<file path="config.mk">
export PLATFORM = sky130hd
export DESIGN_NAME = mac_stream_arbiter
export DESIGN_NICKNAME = d
export VERILOG_FILES = /design/src/rtl/mac_stream_arbiter.sv
export SDC_FILE = /design/constraint.sdc
export NUM_CORES = 1
export LEC_CHECK = 0
export ABC_AREA = 1
export BUFFER_PORTS_ARGS = -buffer_cell sky130_fd_sc_hd__buf_2
export CAP_MARGIN = 20
export CORE_ASPECT_RATIO = 1.4
export CORE_MARGIN = 2
export CORE_UTILIZATION = 36
export CTS_CLUSTER_SIZE = 10
export DETAILED_ROUTE_END_ITERATION = 10
export PLACE_DENSITY = 0.86
export SKIP_CTS_REPAIR_TIMING = 1
export SYNTH_ARGS = -nofsm -noshare
export SYNTH_HDL_FRONTEND = slang
export SYNTH_SLANG_ARGS = --single-unit
</file>
<file path="constraint.sdc">
create_clock -name ACLK -period 2.4 [get_ports ACLK]
set_input_delay 0.48 -clock ACLK [delete_from_list [all_inputs] [get_ports ACLK]]
set_output_delay 0.48 -clock ACLK [all_outputs]
set_load 0.03 [all_outputs]
</file>
<file path="src/rtl/mac_stream_arbiter.sv">
// Packet round-robin arbiter sharing one staged MAC; results return tagged by requester.
// Define MAC_ARB_FIXED_PRIO_EN for lowest-index-wins fixed priority instead of round-robin.
module mac_stream_arbiter #(
  parameter int NUM_REQ   = 4,
  parameter int ID_W      = 2,
  parameter int TAG_DEPTH = 4
) (
  input  logic                  ACLK,
  input  logic                  ARESET,
  input  logic [NUM_REQ-1:0]    S_AXIS_TVALID,
  input  logic [16*NUM_REQ-1:0] S_AXIS_TDATA,
  input  logic [NUM_REQ-1:0]    S_AXIS_TLAST,
  output logic [NUM_REQ-1:0]    S_AXIS_TREADY,
  output logic                  M_AXIS_TVALID,
  output logic [15:0]           M_AXIS_TDATA,
  output logic                  M_AXIS_TLAST,
  input  logic                  M_AXIS_TREADY,
  input  logic                  R_AXIS_TVALID,
  input  logic [31:0]           R_AXIS_TDATA,
  input  logic                  R_AXIS_TLAST,
  output logic                  R_AXIS_TREADY,
  output logic                  O_AXIS_TVALID,
  output logic [31:0]           O_AXIS_TDATA,
  output logic                  O_AXIS_TLAST,
  output logic [ID_W-1:0]       O_AXIS_TDEST,
  input  logic                  O_AXIS_TREADY
);

  localparam int PTR_W = (TAG_DEPTH > 1) ? $clog2(TAG_DEPTH) : 1;

  typedef enum logic {
    IDLE,
    XFER
  } state_t;

  state_t            state_q;
  logic [ID_W-1:0]   grant_q;
  logic [ID_W-1:0]   tag_q [TAG_DEPTH];
  logic [PTR_W-1:0]  wr_q;
  logic [PTR_W-1:0]  rd_q;
  logic [PTR_W:0]    cnt_q;

  logic              win;
  logic [ID_W-1:0]   win_id;
  logic              push;
  logic              pop;
  logic              full;
  logic              empty;
  logic              xfer;
  logic              sel_valid;
  logic              sel_last;
  logic [15:0]       sel_data;

`ifndef MAC_ARB_FIXED_PRIO_EN
  logic [ID_W-1:0]   last_q;
`endif

  assign full  = (cnt_q == (PTR_W+1)'(TAG_DEPTH));
  assign empty = (cnt_q == '0);
  assign xfer  = (state_q == XFER);

`ifdef MAC_ARB_FIXED_PRIO_EN
  always_comb begin
    win    = 1'b0;
    win_id = '0;
    for (int r = NUM_REQ - 1; r >= 0; r--) begin
      if (S_AXIS_TVALID[r]) begin
        win    = 1'b1;
        win_id = ID_W'(r);
      end
    end
  end
`else
  // Search order begins one past the last winner and wraps.
  always_comb begin
    win    = 1'b0;
    win_id = '0;
    for (int i = 1; i <= NUM_REQ; i++) begin
      for (int r = 0; r < NUM_REQ; r++) begin
        if (!win && S_AXIS_TVALID[r] &&
            ((int'(last_q) + i) % NUM_REQ == r)) begin
          win    = 1'b1;
          win_id = ID_W'(r);
        end
      end
    end
  end
`endif

  assign push = (state_q == IDLE) && !full && win;

  always_comb begin
    sel_valid     = 1'b0;
    sel_last      = 1'b0;
    sel_data      = '0;
    S_AXIS_TREADY = '0;
    for (int r = 0; r < NUM_REQ; r++) begin
      if (grant_q == ID_W'(r)) begin
        sel_valid        = S_AXIS_TVALID[r];
        sel_last         = S_AXIS_TLAST[r];
        sel_data         = S_AXIS_TDATA[16*r +: 16];
        S_AXIS_TREADY[r] = xfer & M_AXIS_TREADY;
      end
    end
  end

  assign M_AXIS_TVALID = xfer & sel_valid;
  assign M_AXIS_TLAST  = xfer & sel_last;
  assign M_AXIS_TDATA  = xfer ? sel_data : 16'h0;

  assign O_AXIS_TVALID = R_AXIS_TVALID & !empty;
  assign R_AXIS_TREADY = O_AXIS_TREADY & !empty;
  assign O_AXIS_TDATA  = R_AXIS_TDATA;
  assign O_AXIS_TLAST  = O_AXIS_TVALID;
  assign O_AXIS_TDEST  = empty ? '0 : tag_q[rd_q];
  assign pop           = O_AXIS_TVALID & O_AXIS_TREADY;

  // Every result is one beat, so the MAC's TLAST carries no information.
  logic unused_tlast;
  assign unused_tlast = R_AXIS_TLAST;

  always_ff @(posedge ACLK) begin
    if (ARESET) begin
      state_q <= IDLE;
      grant_q <= '0;
`ifndef MAC_ARB_FIXED_PRIO_EN
      last_q  <= ID_W'(NUM_REQ - 1);
`endif
      wr_q    <= '0;
      rd_q    <= '0;
      cnt_q   <= '0;
    end else begin
      unique case (state_q)
        IDLE: begin
          if (push) begin
            state_q <= XFER;
            grant_q <= win_id;
`ifndef MAC_ARB_FIXED_PRIO_EN
            last_q  <= win_id;
`endif
          end
        end
        XFER: begin
          if (M_AXIS_TVALID && M_AXIS_TREADY && M_AXIS_TLAST)
            state_q <= IDLE;
        end
        default: state_q <= IDLE;
      endcase
      if (push) wr_q <= wr_q + 1'b1;
      if (pop)  rd_q <= rd_q + 1'b1;
      if (push && !pop)
        cnt_q <= cnt_q + 1'b1;
      else if (!push && pop)
        cnt_q <= cnt_q - 1'b1;
    end
  end

  always_ff @(posedge ACLK) begin
    if (push) tag_q[wr_q] <= win_id;
  end

endmodule

</file>
=== Word level (Yosys, flattened, before mapping) ===
Memories as Yosys holds them, arrays and structs flattened. A register that Yosys moved wholly into a read port is not among the register bits.
Cells that the tools add are included.

* Add/subtract/negate cells: 8
* Equal/unequal tests: 16
* Muxes and demuxes: 57
* Bitwise gates (word level): 11
* Reductions and logical operators: 68

{| class="wikitable"
|+ Operators with widths
! cell !! number
|-
| $logic_not A32 Y1 || 4
|-
| $mux W16 || 5
|-
| $logic_and A1 B1 Y1 || 37
|-
| $mux W2 || 17
|-
| $mux W1 || 32
|-
| $eq A3 B3 Y1 const B || 9
|-
| $logic_not A1 Y1 || 19
|-
| $eq A3 B2 Y1 const B || 4
|-
| $add A2 B1 Y2 const B || 4
|-
| $reduce_or A2 Y1 || 4
|-
| $and A1 B1 Y1 || 6
|-
| $mux W3 || 2
|-
| $add A2 B2 Y2 const B || 2
|-
| $and A1 B1 Y1 const A || 4
|-
| $eq A2 B2 Y1 const B || 2
|-
| $add A3 B1 Y3 const B || 1
|-
| $logic_not A3 Y1 || 1
|-
| $sub A3 B1 Y3 const B || 1
|-
| $eq A2 B1 Y1 const B || 1
|-
| $logic_not A2 Y1 || 1
|-
| $pmux W1 S2 || 1
|-
| $reduce_and A2 Y1 || 1
|-
| $reduce_bool A2 Y1 || 1
|-
| $not A1 Y1 || 1
|}

* Flip-flop bits (word level): 12
* RAM bits: 8
* Input port bits: 110
* Logic and storage cells: 167
* Memories: 1

{| class="wikitable"
|+ Memory list
! name !! words !! bits a word !! read ports !! clocked after Yosys merged registers in !! wr ports !! RTL line !! source
|-
| tag_q || 4 || 2 || 1 || 1 || 1 || 38 || <nowiki>logic [ID_W-1:0] tag_q [TAG_DEPTH];</nowiki>
|}

=== Depth between registers and ports, before layout ===
Gate-level depths: netlist of run 1.

* Depth in word-level cells: 71
* Gate-level depth with buffers: 19
* Depth with buffers taken out: 18

=== Worst setup path before layout of run 1 ===
OpenSTA, ideal clock, no wires.

* Path type: register to register
* Start: register last_q[1]
* End: register cnt_q[2]
* Data arrival time: 2308 ps
* Data required time: 2278 ps
* Path slack: -31 ps
* Stages on the path, launching flop included: 19
* Path buffers: 1
* Period minus slack after synthesis: 2431 ps
* Cell sequence: dfxtp_1 buf_4 inv_2 nor2_1 nand2_1 nand4_4 nor2_4 nand4_4 nor2_1 nand4_1 nor2_1 nor2_1 ha_1 inv_1 fa_1 a21oi_1 o21ai_0 o21ai_0 a21oi_1

* Cells in the longest elaborated chain, start to end: 70
* Elaborated cells between the ends (all ways): 96
* Those cells by class: 4 x add/sub; 12 x eq/ne; 17 x mux; 4 x bitwise; 59 x reduce/logical

{| class="wikitable"
|+ Ends and longest elaborated chain
! what !! RTL line !! source
|-
| start: declaration || 55 || <nowiki>logic [ID_W-1:0] last_q;</nowiki>
|-
| start signal: assignment || 127 || <nowiki>last_q <= ID_W'(NUM_REQ - 1);</nowiki>
|-
| start signal: assignment || 139 || <nowiki>last_q <= win_id;</nowiki>
|-
| $add A2 B1 Y2 || 81 || <nowiki>((int'(last_q) + i) % NUM_REQ == r)) begin</nowiki>
|-
| $reduce_or A2 Y1 (no source line) || -- ||
|-
| $and A1 B1 Y1 (no source line) || -- ||
|-
| $logic_not A32 Y1 || 81 ||
|-
| $logic_and A1 B1 Y1 || 80 || <nowiki>if (!win && S_AXIS_TVALID[r] &&</nowiki>
|-
| $mux W1 || 80 ||
|-
| $logic_not A1 Y1 || 80 ||
|-
| $logic_and A1 B1 Y1 (2 in a row) || 80 ||
|-
| (+53 left out) || -- ||
|-
| $logic_not A1 Y1 || 80 ||
|-
| $logic_and A1 B1 Y1 (2 in a row) || 80 ||
|-
| $mux W1 (*) || 80 ||
|-
| $logic_and A1 B1 Y1 (*) || 90 || <nowiki>assign push = (state_q == IDLE) && !full && win;</nowiki>
|-
| named net push || 45 || <nowiki>logic push;</nowiki>
|-
| $logic_not A1 Y1 || 153 || <nowiki>else if (!push && pop)</nowiki>
|-
| $logic_and A1 B1 Y1 || 153 ||
|-
| $reduce_bool A2 Y1 (no source line) || -- ||
|-
| end signal: assignment || 152 || <nowiki>cnt_q <= cnt_q + 1'b1;</nowiki>
|-
| end signal: assignment || 154 || <nowiki>cnt_q <= cnt_q - 1'b1;</nowiki>
|-
| end: declaration || 41 || <nowiki>logic [PTR_W:0] cnt_q;</nowiki>
|}

Mark *: on every way through the listed nets, which the timed path passes. The rest lies on a longest branch.
A chain may end at the register's enable or synchronous reset.

=== Worst setup path in the final report of run 1 ===
* Start: register last_q[0]
* End: register cnt_q[1]

The elaborated chain is that of the path after synthesis.

==> flow_summary.json, run 1 <==
{
  "vias": 2393,
  "synth_top_family_by_area": "simple AND/OR/NAND/NOR gates",
  "cts_buffer_depth": 2,
  "grt_pass1_wl_mm": 9.72,
  "cts_max_level": 1,
  "ys.warnings.count": 0,
  "finalWirelength_mm": 6.04,
  "hold_path_class": "flop to flop",
  "portBuffers": 103,
  "synth-xor-area-share_pct": 0.416,
  "post-place-cells": 471,
  "drc_errors": 0,
  "p_int_mw": 1.59,
  "skew_ns": 0.00525,
  "dr.pass1.iters": 4,
  "cp.arrival_ns": 2.56,
  "hold_viol": 0,
  "dpl_cell_area_mm2": 0.00261,
  "fmax_mhz": 417,
  "period_share_pct": 99.9,
  "topRoutingLayerUsed": "met4",
  "syn_inst": 316,
  "layoutNonFillerInstCount": 480,
  "dieArea_mm2": 0.00648,
  "synth_area_leaders": "dfxtp_1 13%, buf_4 12%, edfxtp_1 11%, nand2_1 9.1%, nor2_1 9.1%",
  "via_per_inst": 4.99,
  "combPwrFrac_pct": 70.8,
  "crit_path_start_kind": "flop",
  "area_delta_synth_final_pct": 29.3,
  "worst_pin_slew_ns": 0.366,
  "clk_latency_ns": 0.27,
  "seqPwrFrac_pct": 21.0,
  "ios": 169,
  "num_rows": 32,
  "fp.dieH_um": 94.4,
  "met2WireLength_mm": 3.11,
  "hpwl_mm": 4.93,
  "grt.total_usage_pct": 19.5,
  "syn_area_per_cell_um2": 6.66,
  "cts.sinks": 22,
  "yosysTopAreaCell": "dfxtp_1",
  "antenna_found_initial": 0,
  "grt_pass1_vias": 2219,
  "rsz0062_at_grt": "true",
  "m1WireLength_mm": 2.37,
  "pwr_density_cell_mw_per_mm2": 1190,
  "synth_area_mm2": 0.00210,
  "peakVddDrop_uv": 428,
  "synth_fa_ha_area_share_pct": 3.93,
  "slew_viol_final": 0,
  "finalSetupViolations": 0,
  "post_drt_wl_per_cell_um": 12.6,
  "path_max_fanout": 6,
  "worstSetupPathType": "flop to flop",
  "antenna_cells": 0,
  "nets": 529,
  "cts_buffers": 3,
  "p_leak_nw": 1.42,
  "globalRouteOverflowTotal": 0,
  "synth-seq-cells": 22,
  "syn_nets": 432,
  "fin_area_mm2": 0.00272,
  "synth_compound_area_share_pct": 19.0,
  "ant_nets": 0,
  "drive_gt1_share_pct": 39.8,
  "maxCapViolations": 0,
  "p_clk_share_pct": 8.1,
  "period_needed_ns": 2.40,
  "ys_seq_area_share_pct": 24.7,
  "num-fill-cells": 538,
  "crit_required_ns": 2.57,
  "drt_iter0_drc": 84,
  "gp_congestion": 0.829,
  "run_status": "completed",
  "worst_setup_path_end_kind": "flop",
  "synth.top_cell.area_share_pct": 13.3,
  "maxSlewHeadroom_pct": 75.5,
  "power_switching_mw": 1.64,
  "fp.dieW_um": 68.6,
  "p_sw_share_pct": 50.9,
  "multi_input_area_mm2": 0.00112,
  "core_area_mm2": 0.00557,
  "rrSetupSlack_ns": 0.002,
  "cts-root-buf": "clkbuf_8",
  "path_clk_slew_ns": 0.08,
  "yosys.area_share.simple_pct": 29.3,
  "synth.area.mux_share_pct": 0,
  "cts_tree": "built",
  "regArea_um2": 527,
  "synth.distinct_cells": 34,
  "route.met3.wl_um": 391,
  "start_util_pct": 37.8,
  "grt_max_degree": 17
}
[registers in the layout (all words and copies together), names as in the netlist, named ones only]
register  count
tag_q         8
last_q        2
wr_q          2
cnt_q         3
state_q       1
grant_q       2
rd_q          2
[cell type report]
cell class	count	area share, %
clock buffers	4	2.02
repair inverters	1	0.184
repair buffers	135	27.8
well taps	68	3.13
multi-input cells	206	41.3
inverters	44	6.21
flip-flops and latches	22	19.4
[layout by cell type (no fill, tap or decap), types with 2 or more instances in the layout]
cell | synthesis | layout
buf_2 | 2 | 103
nand2_1 | 51 | 50
nor2_1 | 51 | 46
inv_1 | 41 | 38
buf_4 | 34 | 32
a21oi_1 | 24 | 24
o21ai_0 | 19 | 16
nand3_1 | 12 | 12
dfxtp_1 | 14 | 11
o211ai_1 | 10 | 10
edfxtp_1 | 8 | 8
o221ai_1 | 7 | 7
nor2_2 | 1 | 6
ha_1 | 5 | 5
inv_2 | 2 | 4
nor3_1 | 4 | 4
clkbuf_8 | 0 | 4
nand2_2 | 2 | 3
nand4_1 | 3 | 3
o21ai_1 | 0 | 3
nand3_2 | 2 | 2
nor2_4 | 2 | 2
nand4_4 | 2 | 2
a221oi_1 | 2 | 2
dfxtp_2 | 0 | 2
[path summary, 6_finish.rpt]
kind	startpoint	to	depth (start not counted)
hold / removal	rd_q[0]	rd_q[0]	2
hold reg to reg	rd_q[0]	rd_q[0]	2
setup reg to reg	last_q[0]	cnt_q[1]	16
setup / recovery	last_q[0]	cnt_q[1]	16
[critical path, cell delays in order (launching register included)]
cell and delay, ns:
dfxtp_4 0.37, buf_4 0.14, nand3_2 0.07, nand2_2 0.07, nor2_4 0.13, nand4_4 0.10, nor2_4 0.14, nand4_4 0.08
nor2_1 0.09, nand4_1 0.10, nor2_2 0.12, nor2_2 0.05, ha_1 0.19, inv_2 0.06, fa_1 0.41, o21ai_1 0.13
a21oi_1 0.05
[power by group through the flow]
stage	Combinational [mW]	Sequential (mW)	Clock, mW
finish	2.29	0.680	0.263
global route	2.57	0.694	0.281
CTS	2.25	0.668	0.268
detailed placement	2.25	0.674	0
global placement	2.18	0.671	0
floorplan	1.68	0.622	0
[Yosys cell counts (all sizes together)]
cell    instances
a221oi          2
buf            38
o221ai          7
a221o           1
nor2           54
ha              5
nand3          14
o211ai         10
o21ai          19
a31oi           1
clkbuf          6
o31ai           1
edfxtp          8
dfxtp          14
nor3            5
o21a            1
nand2          53
clkinv          1
a21oi          24
nand4           5
inv            43
or3             1
xor2            1
nor3b           1
fa              1
[logic make-up (layout without fill, tap and decap cells)]
logic type,after synthesis,in the layout
and+or+nand+nor,133,133
buffers and inverters,88,184
AOI/OAI and AO/OA,66,66
DFF,22,22
adders and majority gates,6,6
xor gates and xnor gates,1,1
[per-layer routing]
layer | vias up | track usage [%]
met2 | 100 | 34.5
met5 | - | 0
met4 | 0 | 8.17
li1 | 1197 | -
met1 | 1069 | 23.4
met3 | 27 | 1.91
[metrics by stage]
step                utilization [%]  hold slack, ns  worst slack, ns  total power, mW  TNS, ns
floorplan                         -           0.449           0.0372             2.30        0
global placement               46.8           0.456           -0.129             2.85   -0.199
detailed placement             46.8           0.465           -0.209             2.92   -0.346
CTS                            47.8           0.478           -0.116             3.19   -0.154
global route                   48.9           0.500           -0.170             3.55   -0.550
finish                         48.9           0.482          0.00197             3.23        0
Note: power is estimated with default switching activity, not from simulation.
==> run 2: changes to the inputs <==
--- a/config.mk
+++ b/config.mk
@@ -14,6 +14,7 @@
 export CTS_CLUSTER_SIZE = 10
 export DETAILED_ROUTE_END_ITERATION = 10
 export PLACE_DENSITY = 0.86
+export RECOVER_POWER = 100
 export SKIP_CTS_REPAIR_TIMING = 1
 export SYNTH_ARGS = -nofsm -noshare
 export SYNTH_HDL_FRONTEND = slang
==> run 2 against run 1 <==
Non-clock buffer count unchanged. Wire length rose by 0.25%. Sequential cell count unchanged. Utilization is 0.27 points lower. Count of clock-buffer cells in the layout stayed put.
==> flow_summary.json, run 2 (synthesis gave the netlist of run 1 again) <==
{
  "cts-root-buf": "clkbuf_8",
  "grt_use_met3_pct": 1.91,
  "dr.pass1.iters": 4,
  "num_rows": 32,
  "finalWirelength_mm": 6.05,
  "period_needed_ns": 2.39,
  "peakVddDrop_uv": 427,
  "post_drt_wl_per_cell_um": 12.6,
  "post-place-cells": 471,
  "grt_pass1_wl_mm": 9.72,
  "top_register": "tag_q",
  "largestRegisters": "tag_q x8, cnt_q x3",
  "skew_ns": 0.00534,
  "use_met2_pct": 34.5,
  "rsz0062_at_grt": "true",
  "mostFrequentLayoutCell": "buf_2",
  "p_leak_nw": 1.39,
  "grt_pass1_vias": 2219,
  "cts_tree": "built",
  "path_max_fanout": 6,
  "antenna_found_initial": 0,
  "crit_chain": "buf_4, nand3_2, nand2_2, nor2_4, nand4_4, nor2_4, nand4_4, nor2_1, nand4_1, nor2_2, nor2_2, ha_1, inv_2, fa_1, o21ai_1, a21oi_1",
  "largest_register_ffs": 8,
  "ant_nets": 0,
  "period_share_pct": 99.7,
  "via_per_inst": 4.97,
  "final_cell_mix": "97 x buf_2, 50 x nand2_1, 46 x nor2_1",
  "dieArea_mm2": 0.00648,
  "maxSlewHeadroom_pct": 74.3,
  "cts_buffer_depth": 2,
  "pwr_density_cell_mw_per_mm2": 1190,
  "start_util_pct": 37.8,
  "ios": 169,
  "gp_congestion": 0.829,
  "cts_buffers": 3,
  "grt_max_degree": 17,
  "worst_setup_path_end_kind": "flop",
  "worst_pin_slew_ns": 0.386,
  "hpwl_mm": 4.93,
  "critPathMaxStageDelay_ns": 0.41,
  "drive_gt1_share_pct": 37.9,
  "slew_viol_final": 0,
  "cts.sinks": 22,
  "cts_max_level": 1,
  "path_clk_slew_ns": 0.08,
  "grt.total_usage_pct": 19.5,
  "area_delta_synth_final_pct": 28.6,
  "run_status": "completed",
  "hold_path_class": "flop to flop",
  "fp.dieW_um": 68.6,
  "globalRouteOverflowTotal": 0,
  "grtUsageMet1_pct": 23.4,
  "layoutNonFillerInstCount": 480,
  "worstSetupPathType": "flop to flop",
  "grt_busiest_layer": "met2",
  "drc_errors": 0,
  "hold_viol": 0,
  "nets": 529,
  "timing.setup.tns_ns": 0,
  "crit_path_start_kind": "flop",
  "finalSetupViolations": 0,
  "clk_latency_ns": 0.27,
  "core_area_mm2": 0.00557,
  "vias": 2384,
  "antenna_cells": 0,
  "maxCapViolations": 0,
  "portBuffers": 103,
  "cp.arrival_ns": 2.56,
  "fp.dieH_um": 94.4,
  "drt_iter0_drc": 87,
  "crit_slowest_cell": "fa_1",
  "fmax_mhz": 418,
  "crit_required_ns": 2.57
}
[run 2: cell types whose count changed in the layout (fill, tap and decap cells not counted)]
cell | previous run | this run
clkbuf_1 | 0 | 8
buf_2 | 103 | 97
buf_4 | 32 | 30
[run 2: final cells by class]
class / instances / area [µm²]
clock buffers: 4 / 55.1
fillers: 544 / 2860
inverters: 44 / 169
multi-input cells: 206 / 1120
flip-flops and latches: 22 / 527
well taps: 68 / 85.1
repair buffers: 135 / 741
repair inverters: 1 / 5.00
[run 2: path summary, 6_finish.rpt]
| kind | start | end | slack (ns) | depth (start not counted) |
|---|---|---|---|---|
| setup / recovery | last_q[0] | cnt_q[1] | 0.007 | 16 |
| hold / removal | rd_q[0] | rd_q[0] | 0.48 | 2 |
| setup reg to reg | last_q[0] | cnt_q[1] | 0.007 | 16 |
| hold reg to reg | rd_q[0] | rd_q[0] | 0.48 | 2 |
[run 2: metal layers]
metal	part of all wire [%]	vias to the layer above
met2	51	98
met4	2.5	0
met5	0	-
li1	-	1196
met3	6.2	25
met1	40	1065
[run 2: power breakdown]
group          internal [mW]  switching, mW  leakage (nW)
Sequential             0.569          0.111         0.191
Combinational          0.849           1.42          1.17
Clock                  0.146          0.117        0.0288
[run 2: critical path, delay by kind of cell (launching register included)]
| family | cells | cell delay [ns] |
|---|---|---|
| AND/OR/NAND/NOR | 10 | 0.95 |
| flip-flops | 1 | 0.37 |
| buffers and inverters | 2 | 0.20 |
| AO/OA/AOI/OAI | 2 | 0.18 |
| adder cells (fa/ha/maj) | 2 | 0.60 |
[run 2: through the flow]
step                setup WS, ns  hold WS [ns]  cell area [µm²]  utilization, %  power (mW)
floorplan                 0.0372         0.449             2110               -        2.30
global placement          -0.129         0.456             2610            46.8        2.85
detailed placement        -0.209         0.465             2610            46.8        2.92
CTS                       -0.116         0.478             2660            47.8        3.19
global route              -0.170         0.500             2700            48.6        3.53
finish                   0.00713         0.482             2700            48.6        3.21
